File: src/rtl/ctrl_wb_bridge.sv
// Byte-command to Wishbone bridge: a header byte (we, adr) plus an optional data byte
// becomes one 8-bit Wishbone transfer; read results come back on the tx byte stream.
module ctrl_wb_bridge #(
  parameter int unsigned TIMEOUT_CYCLES = 16,
  parameter logic [7:0]  TIMEOUT_DATA   = 8'hFF
) (
  input  logic       clk_i,
  input  logic       rst_i,
  input  logic [7:0] rx_data_i,
  input  logic       rx_valid_i,
  output logic       rx_ready_o,
  output logic [7:0] tx_data_o,
  output logic       tx_valid_o,
  input  logic       tx_ready_i,
  output logic       wb_we_o,
  output logic [3:0] wb_adr_o,
  output logic [7:0] wb_dat_o,
  output logic       wb_stb_o,
  input  logic [7:0] wb_dat_i,
  input  logic       wb_ack_i,
  output logic       err_o
);

  typedef enum logic [1:0] {IDLE, DATA, BUS, RESP} state_t;

  localparam logic [7:0] LAST_WAIT = 8'(TIMEOUT_CYCLES - 1);

  state_t     state;
  logic [7:0] wait_count;
  logic       unused_hdr_bits;

  assign unused_hdr_bits = ^rx_data_i[6:4];
  assign rx_ready_o = (state == IDLE) || (state == DATA);

  // In BUS, wb_we_o doubles as the read/write flag since it is stable for the whole transfer.
  always_ff @(posedge clk_i or posedge rst_i) begin
    if (rst_i) begin
      state      <= IDLE;
      wait_count <= 8'd0;
      wb_stb_o   <= 1'b0;
      wb_we_o    <= 1'b0;
      wb_adr_o   <= 4'd0;
      wb_dat_o   <= 8'd0;
      tx_valid_o <= 1'b0;
      tx_data_o  <= 8'd0;
      err_o      <= 1'b0;
    end else begin
      case (state)
        IDLE: begin
          if (rx_valid_i) begin
            wb_adr_o <= rx_data_i[3:0];
            if (rx_data_i[7]) begin
              state <= DATA;
            end else begin
              wb_we_o    <= 1'b0;
              wb_stb_o   <= 1'b1;
              wait_count <= 8'd0;
              state      <= BUS;
            end
          end
        end
        DATA: begin
          if (rx_valid_i) begin
            wb_dat_o   <= rx_data_i;
            wb_we_o    <= 1'b1;
            wb_stb_o   <= 1'b1;
            wait_count <= 8'd0;
            state      <= BUS;
          end
        end
        BUS: begin
          // An ack on the final allowed cycle still wins over the timeout.
          if (wb_ack_i) begin
            wb_stb_o <= 1'b0;
            wb_we_o  <= 1'b0;
            if (wb_we_o) begin
              state <= IDLE;
            end else begin
              tx_data_o  <= wb_dat_i;
              tx_valid_o <= 1'b1;
              state      <= RESP;
            end
          end else if (wait_count == LAST_WAIT) begin
            wb_stb_o <= 1'b0;
            wb_we_o  <= 1'b0;
            err_o    <= 1'b1;
            if (wb_we_o) begin
              state <= IDLE;
            end else begin
              tx_data_o  <= TIMEOUT_DATA;
              tx_valid_o <= 1'b1;
              state      <= RESP;
            end
          end else begin
            wait_count <= wait_count + 8'd1;
          end
        end
        RESP: begin
          if (tx_ready_i) begin
            tx_valid_o <= 1'b0;
            state      <= IDLE;
          end
        end
        default: state <= IDLE;
      endcase
    end
  end

endmodule

File: config.mk
export PLATFORM = sky130hd
export DESIGN_NAME = ctrl_wb_bridge
export DESIGN_NICKNAME = d
export VERILOG_FILES = /design/src/rtl/ctrl_wb_bridge.sv
export SDC_FILE = /design/constraint.sdc
export NUM_CORES = 1
export LEC_CHECK = 0
export ABC_AREA = 1
export ABC_CLOCK_PERIOD_IN_PS = 3000
export CORE_MARGIN = 3
export CORE_UTILIZATION = 45
export DETAILED_ROUTE_END_ITERATION = 7
export GPL_TIMING_DRIVEN = 1
export PLACE_DENSITY = 0.75
export SYNTH_ARGS = -nofsm -noshare
export SYNTH_HDL_FRONTEND = slang
export SYNTH_SLANG_ARGS = --single-unit
File: constraint.sdc
create_clock -name clk_i -period 3 [get_ports clk_i]
set_input_delay 0.9 -clock clk_i [delete_from_list [all_inputs] [get_ports clk_i]]
set_output_delay 0.9 -clock clk_i [all_outputs]
set_load 0.01 [all_outputs]
==> impl_results.md, run 1 <==
* Area delta synth->final at 33.4%
* Final period util at 77.9%
* Met2 WL post-DR at 1460 µm
* Post-synth top flop: dfrtp_1
* Final Hold Viols at 0
* Die Wd at 66.2 µm
* Initial antenna violation count at 0
* Post-synthesis cell type count at 27
* Nets@finish at 272
* Setup TNS at 0 ps
* Ys async rst share at 100%
* Worst Hold Class: flop to flop
* Synth warnings at 0
* Clock Tree Root: clkbuf_4
* Largest net degree at the start of global routing at 35
* Max_cap viols at 0
* Pre-antenna DRT Iters at 4
* Hold buffer count at cts at 0
* R2R cell count at 6
* # DRC at 0
* CTS sink count at 34
* GPL Wtd Cong at 0.817
* Met1 WL at 1550 µm
* Min Tclk post-route at 2340 ps
* CTS clock-pin slew for the worst setup and hold paths at 90 ps
* GRT Util Overall at 17.2%
* Post-Syn Instances at 199
* Post-Route WL at 3210 µm
* Vias in the first global route at 1,347
* Core area at 0.00342 mm²
* RSZ-0062 raised after global routing: no
* Design area at 0.00218 mm²
* # port buffers at 45
* WL per Instance at 10.9 µm
* Fillers at 294
* VDD IR-drop max at 0.468 mV
* Die area at 0.00438 mm²
* Post-CTS Resized at 0
* Worst Setup Path Type: flop to output port
* Hold path cells at 1
* Post-Syn Nets at 221
* Static Leak at 1.06 nW
* Final hold slack at 474 ps
* CTS Buf Count at 5
* DR vias at 1,375
* Synth top area share at 52.1%
* Row cnt at 21
* Synth area leaders: dfrtp_1 (52%), nand2_1 (15%), nor2_1 (5.3%)
* Worst slew pin tran at 463 ps
* CP Launch Type: flop
* Slew Limit Fails at 0
* Crit path max fanout at 6
* Setup Viol. Count Final at 0
* H-Tree Depth at 2
* DRT antenna net count at 0
* Initial DRC Count at 50
* Synthesized area at 0.00163 mm²
* Seq cells post-synth at 34
* Ports at 46
* CP endpoint kind: output port
* Post-Layout Cell Count at 296
* Pwr Density at 863 mW/mm²
* CTS tree: done
* Die height at 66.2 µm
* Max layer used: met4
* Antenna cells at 0
* Area leader, netlist: dfrtp_1
* DP Cell Count at 289
* Total grt overflow at 0
* Clk_lat worst skew at 320 ps
* Post-CTS setup buffers at 0
* Fmax at 428 MHz
* Post-synth EDFFs at 0
* Register area share after synthesis at 52.1%
* Placed cell area at 0.00213 mm²
* Outcome: finished, final reports clean
* Crit path DAT at 1440 ps
* Via density at 4.65
* WP data required at 2100 ps
* Routed wl met3 at 159 µm
* Post-DP HPWL at 2370 µm
* Layout cells sized above 1 at 10.0%
* Starting density of the core at 47.8%
* Max Buffers Root-to-Sink at 2
* First-pass GRT wire length at 5800 µm
* Syn avg cell area at 8.20 µm²
* Relative slew slack at 69.0%
* Clock Skew at 11.8 ps
==> routing by layer <==
metal / vias up / track usage [%]
met5: - / 0
met4: 0 / 6.09
met3: 5 / 5.61
met2: 35 / 26.9
met1: 610 / 22.2
li1: 725 / -
==> cells in the final DEF (no fill, tap or decap) <==
master	n
nand2_1	64
clkdlybuf4s50_1	45
dfrtp_1	34
nor2_1	23
inv_1	20
o21ai_0	11
nand3_1	8
a21oi_1	8
clkbuf_4	5
nand2_2	4
inv_2	3
mux2_2	3
nor2_2	2
nor2_4	2
or2_2	2
nor3b_1	2
clkbuf_1	2
o21ai_1	1
nand3_2	1
nand3_4	1
nand4_1	1
o211ai_1	1
a21o_1	1
o21ai_2	1
clkinv_1	1
xor2_1	1
o21bai_1	1
ha_1	1
buf_4	1
==> power breakdown <==
| part | total [mW] | internal, mW | switching (mW) |
|---|---|---|---|
| Sequential | 0.749 | 0.631 | 0.118 |
| Clock | 0.223 | 0.0883 | 0.135 |
| Combinational | 0.906 | 0.449 | 0.456 |
| Total | 1.88 | 1.17 | 0.709 |
==> kinds of logic after synthesis <==
group / count (synthesis) / synth area share, %
AND/OR/NAND/NOR: 110 / 29.9
flip-flops: 34 / 52.1
buffers and inverters: 26 / 6.52
AO/OA/AOI/OAI: 24 / 8.05
multiplexers: 3 / 2.07
XOR/XNOR: 1 / 0.537
adder cells (fa/ha/maj): 1 / 0.767
==> flip-flops by register name (all words and copies together), names as in the netlist <==
name and count:
state 2, wb_adr_o 4, err_o 1, tx_valid_o 1, wb_dat_o 8, tx_data_o 8
wait_count 8, wb_stb_o 1, wb_we_o 1
==> cells in the mapped netlist (2+ instances only) <==
cell     count
a21oi_1      8
dfrtp_1     34
inv_1       20
inv_2        3
mux2_2       3
nand2_1     64
nand2_2      4
nand3_1      8
nor2_1      23
nor2_2       2
nor2_4       2
nor3b_1      2
o21ai_0     11
or2_2        2
==> final cells by class <==
cell class                 instances  area, µm²  area share, %
inverter                          24       90.1           4.14
multi-input combinational        139        674           31.0
clock buffer                       7       45.0           2.07
sequential                        34        851           39.1
timing repair buffer              46        458           21.0
tap                               46       57.6           2.65
==> final timing paths <==
check | startpoint | to | slack (ps)
min in group asynchronous | rst_i | wb_dat_o[3] | 960
worst max-delay path | state[1] | rx_ready_o | 660
worst min register to register | err_o | err_o | 470
worst min-delay path | err_o | err_o | 470
max in group asynchronous | rst_i | wait_count[4] | 1740
worst max register to register | state[0] | tx_data_o[5] | 1320
==> through the flow <==
stage	total power, mW	worst slack (ps)	util (%)
after CTS	1.91	649	63.7
final	1.88	663	63.7
after global placement	1.66	701	62.4
after detailed placement	1.67	653	62.4
after floorplan	1.26	1350	-
after global routing	2.05	583	63.7
==> worst max-delay path: stages (launching register included) <==
cell,delay (ps)
dfrtp_1,450
inv_2,120
clkdlybuf4s50_1,550
Power figures use the tool's default switching activity.
==> inputs of run 2 (changes only) <==
--- a/config.mk
+++ b/config.mk
@@ -6,12 +6,12 @@
 export NUM_CORES = 1
 export LEC_CHECK = 0
 export ABC_AREA = 1
-export ABC_CLOCK_PERIOD_IN_PS = 3000
+export ABC_CLOCK_PERIOD_IN_PS = 2050
 export CORE_MARGIN = 3
-export CORE_UTILIZATION = 45
+export CORE_UTILIZATION = 42
 export DETAILED_ROUTE_END_ITERATION = 7
 export GPL_TIMING_DRIVEN = 1
-export PLACE_DENSITY = 0.75
+export PLACE_DENSITY = 0.73
 export SYNTH_ARGS = -nofsm -noshare
 export SYNTH_HDL_FRONTEND = slang
 export SYNTH_SLANG_ARGS = --single-unit
==> constraint.sdc (replaced) <==
create_clock -name clk_i -period 2.05 [get_ports clk_i]
set_input_delay 0.615 -clock clk_i [delete_from_list [all_inputs] [get_ports clk_i]]
set_output_delay 0.615 -clock clk_i [all_outputs]
set_load 0.01 [all_outputs]
==> run 2 against run 1 <==
Flip-flop and latch count stayed put. Global-route usage is 0.33 points lower. Cell area is 2.9% higher. Largest power group unchanged. Setup slack worse by 600 ps. Core utilization is 3.4 points lower. Count of clock-buffer cells in the layout stayed put. Critical path type unchanged. Die area is 6.5% higher. Register-to-register slack worse by 730 ps. Clock skew is 7.6 ps lower.
==> impl_results.md, run 2 (synthesized netlist as in run 1, its figures left out) <==
* Max_cap viols at 0 (unchanged)
* CTS clock-pin slew for the worst setup and hold paths at 70 ps (-20 ps)
* Initial antenna violation count at 0 (unchanged)
* H-Tree Depth at 2 (unchanged)
* First-pass GRT wire length at 5730 µm (-1.2%)
* WHS Endpoint: err_o
* Relative slew slack at 72.2% (+3.1 points)
* # port buffers at 45 (unchanged)
* Crit path max fanout at 6 (unchanged)
* PnR Total Power at 2.97 mW (+58%)
* Slew Limit Fails at 0 (unchanged)
* Clock Tree Root: clkbuf_8
* Max Buffers Root-to-Sink at 2 (unchanged)
* Starting density of the core at 43.9% (-3.9 points)
* Comb power frac at 46.1% (-2.1 points)
* Die area at 0.00467 mm² (+6.5%)
* Worst slew pin tran at 418 ps (-45.4 ps)
* Post-CTS Resized at 0 (unchanged)
* Final Hold Viols at 0 (unchanged)
* Nets@finish at 274 (+0.74%)
* R2R cell count at 5 (-1)
* WL per Instance at 11.6 µm (+6.5%)
* Pre-antenna DRT Iters at 4 (unchanged)
* Pwr Density at 1320 mW/mm² (+53%)
* Worst Hold Class: flop to flop
* Crit path DAT at 1370 ps (-70 ps)
* RSZ-0062 raised after global routing: no
* CP Launch Type: flop
* RR Startpoint: wait_count[0]
* WP data required at 1430 ps (-670 ps)
* GPL Wtd Cong at 0.829 (+1.5%)
* Hold path cells at 1 (unchanged)
* Final core occ at 60.3% (-3.4 points)
* Reg2reg end: tx_data_o[5]
* CTS Buf Count at 5 (unchanged)
* Antenna cells at 0 (unchanged)
* Initial DRC Count at 99 (+98%)
* Ports at 46 (unchanged)
* Largest net degree at the start of global routing at 35 (unchanged)
* Slack of the worst reg-to-reg path at 590 ps (-730 ps)
* Worst Setup Path Type: flop to output port
* VDD IR-drop max at 0.762 mV (+63%)
* Top Registers: tx_data_o: 8 flops, wait_count: 8 flops, wb_dat_o: 8 flops
* Clk_lat worst skew at 290 ps (-30 ps)
* Fmax at 503 MHz
* Commonest non-fill, non-tap cell in the layout: nand2_1
* Reg power frac at 36.7% (-3.2 points)
* GRT Util Overall at 16.9% (-0.33 points)
* Clock power frac at 17.2% (+5.3 points)
* Design area at 0.00224 mm² (+2.9%)
* Fillers at 337 (+15%)
* Final hold slack at 461 ps (-13.2 ps)
* Die Wd at 68.3 µm (+3.2%)
* Final period util at 97.0%
* CTS tree: done
* Area delta synth->final at 37.3%
* Min Tclk post-route at 1990 ps
* Outcome: finished, final reports clean
* Switching power at 1.09 mW (+54%)
* Post-CTS setup buffers at 0 (unchanged)
* DRT antenna net count at 0 (unchanged)
* Commonest cells after routing, fill and taps aside: nand2_1 (64), clkdlybuf4s50_1 (45), dfrtp_1 (34)
* DR vias at 1,394 (+1.4%)
* Setup Viol. Count Final at 0 (unchanged)
* CTS sink count at 34 (unchanged)
* Post-Route WL at 3480 µm (+8.3%)
* Worst Hold Launch: err_o
* Sw Share at 36.8% (-0.94 points)
* Vias in the first global route at 1,295 (-3.9%)
* Row cnt at 22 (+4.8%)
* # DRC at 0 (unchanged)
* Internal power at 1.87 mW (+60%)
* Static Leak at 1.09 nW (+3.0%)
* CP endpoint kind: output port
* Setup TNS at 0 ps (unchanged)
* Post-DP HPWL at 2610 µm (+10%)
* Hold buffer count at cts at 0 (unchanged)
* Total grt overflow at 0 (unchanged)
* Placed cell area at 0.00215 mm² (+0.82%)
* Die height at 68.3 µm (+3.2%)
* Via density at 4.63 (-0.30%)
* Clock Skew at 4.23 ps (-7.56 ps)
* Core area at 0.00372 mm² (+8.8%)
* Layout cells sized above 1 at 11.5% (+1.5 points)
==> run 2: final cells by class <==
cell class / instances / area (µm²) / area share (%)
clock buffer: 7 / 86.3 / 3.85
tap: 48 / 60.1 / 2.68
inverter: 24 / 90.1 / 4.02
multi-input combinational: 139 / 674 / 30.1
timing repair buffer: 48 / 473 / 21.1
sequential: 34 / 851 / 38.0
clock inverter: 1 / 5.00 / 0.223
==> run 2: worst max-delay path: stages, from the launching register on <==
cell	delay [ps]
dfrtp_1	430
inv_2	110
clkdlybuf4s50_1	540
==> run 2: routing by layer <==
metal	wire length (µm)	up-vias	track usage, %
li1	-	726	-
met1	1590	634	22.3
met2	1640	29	25.0
met3	178	5	4.60
met4	75	0	8.93
met5	0	-	0
==> run 2: worst max-delay path by stage <==
| stage | from | end | slack [ps] | cells past startpoint |
|---|---|---|---|---|
| floorplan | rst_i | err_o | 690 | 1 |
| global placement | rx_valid_i | wb_dat_o[3] | 210 | 5 |
| detailed placement | rx_valid_i | wb_dat_o[3] | 150 | 4 |
| CTS | state[1] | rx_ready_o | 50 | 2 |
| global route | state[1] | rx_ready_o | 1 | 2 |
| finish | state[1] | rx_ready_o | 60 | 2 |
==> run 2: power groups by stage <==
stage | Clock, mW | Combinational, mW | Sequential [mW]
CTS | 0.523 | 1.39 | 1.09
global placement | 0 | 1.37 | 1.10
detailed placement | 0 | 1.39 | 1.10
global route | 0.547 | 1.52 | 1.13
finish | 0.510 | 1.37 | 1.09
floorplan | 0 | 0.663 | 1.18
==> run 2: stage by stage <==
stage	cells	setup WS, ps
final	301	62.1
after global routing	301	1.24
after CTS	301	46.6
after detailed placement	293	155
after global placement	293	213
after floorplan	199	687
==> inputs of run 3 (changes only) <==
--- a/config.mk
+++ b/config.mk
@@ -11,7 +11,7 @@
 export CORE_UTILIZATION = 42
 export DETAILED_ROUTE_END_ITERATION = 7
 export GPL_TIMING_DRIVEN = 1
-export PLACE_DENSITY = 0.73
+export PLACE_DENSITY_LB_ADDON = 0.15
 export SYNTH_ARGS = -nofsm -noshare
 export SYNTH_HDL_FRONTEND = slang
 export SYNTH_SLANG_ARGS = --single-unit
==> run 3 against run 2 <==
Maximum frequency increased by 0.36%. Critical path type unchanged. Total power decreased by 0.51%. Critical endpoint unchanged. Via count decreased by 2.9%. Highest routed layer unchanged. Combinational power about the same. Clock skew decreased by 1.7 ps. Count of clock-buffer cells in the layout unchanged. Cell count unchanged. Die area unchanged. Largest power group unchanged.
==> impl_results.md, run 3 (synthesized netlist as in run 1, its figures left out) <==
* Crit path max fanout at 6 (unchanged)
* Setup Viol. Count Final at 0 (unchanged)
* First-pass GRT wire length at 5630 µm (-1.7%)
* WP data required at 1430 ps (about the same)
* WL per Instance at 11.0 µm (-4.9%)
* Core area at 0.00372 mm² (unchanged)
* Setup TNS at 0 ps (unchanged)
* # DRC at 0 (unchanged)
* Reg power frac at 37.1% (+0.4 points)
* RR Startpoint: wait_count[0]
* Commonest non-fill, non-tap cell in the layout: nand2_1
* Post-Route WL at 3310 µm (-4.9%)
* Final Hold Viols at 0 (unchanged)
* Worst Hold Class: flop to flop
* CTS clock-pin slew for the worst setup and hold paths at 70 ps (about the same)
* Vias in the first global route at 1,266 (-2.2%)
* Clock Tree Root: clkbuf_8
* Slew Limit Fails at 0 (unchanged)
* RSZ-0062 raised after global routing: no
* Critical path buffers and inverters at 2 (unchanged)
* CP max stage cell: clkdlybuf4s50_1
* PnR Total Power at 2.95 mW (-0.51%)
* Die Wd at 68.3 µm (unchanged)
* Commonest cells after routing, fill and taps aside: nand2_1 (64), clkdlybuf4s50_1 (45), dfrtp_1 (33)
* Max_cap viols at 0 (unchanged)
* Nets@finish at 274 (unchanged)
* Sw Share at 36.4% (-0.40 points)
* Slack of the worst reg-to-reg path at 590 ps (about the same)
* Layout cells sized above 1 at 11.9% (+0.40 points)
* Die height at 68.3 µm (unchanged)
* Hold buffer count at cts at 0 (unchanged)
* Reg2reg end: tx_data_o[0]
* Worst slew pin tran at 419 ps (+0.898 ps)
* Outcome: finished, final reports clean
* Crit path cell chain: inv_2, clkdlybuf4s50_1
* Comb power frac at 46.0% (about the same)
* Post-CTS Resized at 0 (unchanged)
* CTS tree: done
* CTS sink count at 34 (unchanged)
* Clk_lat worst skew at 280 ps (about the same)
* Multi-input gate area at 674 µm² (unchanged)
* Min Tclk post-route at 1980 ps (-7.16 ps)
* Worst Setup Path Type: flop to output port
* CP top delay family: buffers and inverters
* Max Buffers Root-to-Sink at 2 (unchanged)
* Final core occ at 60.3% (about the same)
* CTS Buf Count at 5 (unchanged)
* Crit path DAT at 1370 ps (about the same)
* Internal power at 1.88 mW (+0.12%)
* CP Capture Point: rx_ready_o
* Initial antenna violation count at 0 (unchanged)
* GPL Wtd Cong at 0.819 (-1.1%)
* Fillers at 342 (+1.5%)
* Slowest Stage Delay on Critical Path at 540 ps (about the same)
* Setup crit start: state[1]
* Antenna cells at 0 (unchanged)
* VDD IR-drop max at 0.606 mV (-20%)
* Pwr Density at 1320 mW/mm² (-0.56%)
* Largest net degree at the start of global routing at 35 (unchanged)
* Post-DP HPWL at 2380 µm (-8.7%)
* R2R cell count at 5 (unchanged)
* Final period util at 96.6% (-0.35 points)
* Stages on worst setup path at 2 (unchanged)
* Starting density of the core at 43.9% (unchanged)
* Total grt overflow at 0 (unchanged)
* Pre-antenna DRT Iters at 4 (unchanged)
* Register area at 852 µm² (+0.15%)
* Hold path cells at 2 (+1)
* Initial DRC Count at 118 (+19%)
* Die area at 0.00467 mm² (unchanged)
* Top Registers: tx_data_o: 8 flops, wait_count: 8 flops, wb_dat_o: 8 flops
* CP endpoint kind: output port
* CP Launch Type: flop
* Row cnt at 22 (unchanged)
* DRT antenna net count at 0 (unchanged)
* GRT Util Overall at 16.5% (-0.34 points)
* H-Tree Depth at 2 (unchanged)
* Relative slew slack at 72.1% (about the same)
* Static Leak at 1.09 nW (about the same)
* Post-CTS setup buffers at 0 (unchanged)
* # port buffers at 45 (unchanged)
* Switching power at 1.07 mW (-1.6%)
* Area delta synth->final at 37.3% (about the same)
* Via density at 4.50 (-2.9%)
* Clock power frac at 16.9% (-0.3 points)
* DP Cell Count at 293 (unchanged)
* Fmax at 505 MHz (+0.36%)
* Clock Skew at 2.52 ps (-1.71 ps)
* Ports at 46 (unchanged)
* Post-Layout Cell Count at 301 (unchanged)
* DR vias at 1,354 (-2.9%)
==> run 3: metrics by stage <==
step	setup slack, ps	hold slack [ps]	area (µm²)
floorplan	687	489	1630
global placement	216	455	2150
detailed placement	194	468	2150
CTS	45.1	487	2240
global route	7.27	502	2240
finish	69.2	485	2240
==> run 3: layout make-up <==
type	instances	area share [%]
Sequential cell	34	38.0
Multi-Input combinational cell	139	30.1
Timing Repair Buffer	48	21.1
Inverter	24	4.02
Clock buffer	7	3.85
Tap cell	48	2.68
Clock inverter	1	0.223
==> run 3: power groups by stage <==
stage / combinational [mW] / sequential (mW) / clock [mW]
after global placement: 1.36 / 1.10 / 0
after CTS: 1.38 / 1.09 / 0.522
final: 1.36 / 1.09 / 0.499
after global routing: 1.54 / 1.13 / 0.551
after floorplan: 0.663 / 1.18 / 0
after detailed placement: 1.38 / 1.10 / 0
==> run 3: worst register-to-register path, cell delays in order (launching register included) <==
cell     delay (ps)
dfrtp_1         410
ha_1            240
nand3_1         130
nor2_2           70
o21ai_2         350
a21oi_1         120
==> run 3: worst min path at each step <==
stage                  startpoint            end  slack [ps]
finish                wb_adr_o[1]    wb_adr_o[1]         490
global route                err_o          err_o         500
CTS                         err_o          err_o         490
detailed placement          err_o          err_o         470
global placement            err_o          err_o         450
floorplan           wait_count[1]  wait_count[1]         490
==> run 3: per-layer routing <==
layer	up-vias	track usage (%)	part of all wire (%)
li1	724	-	-
met1	584	21.2	48
met2	40	25.8	45
met3	6	5.75	5.7
met4	0	5.96	1.7
met5	-	0	0
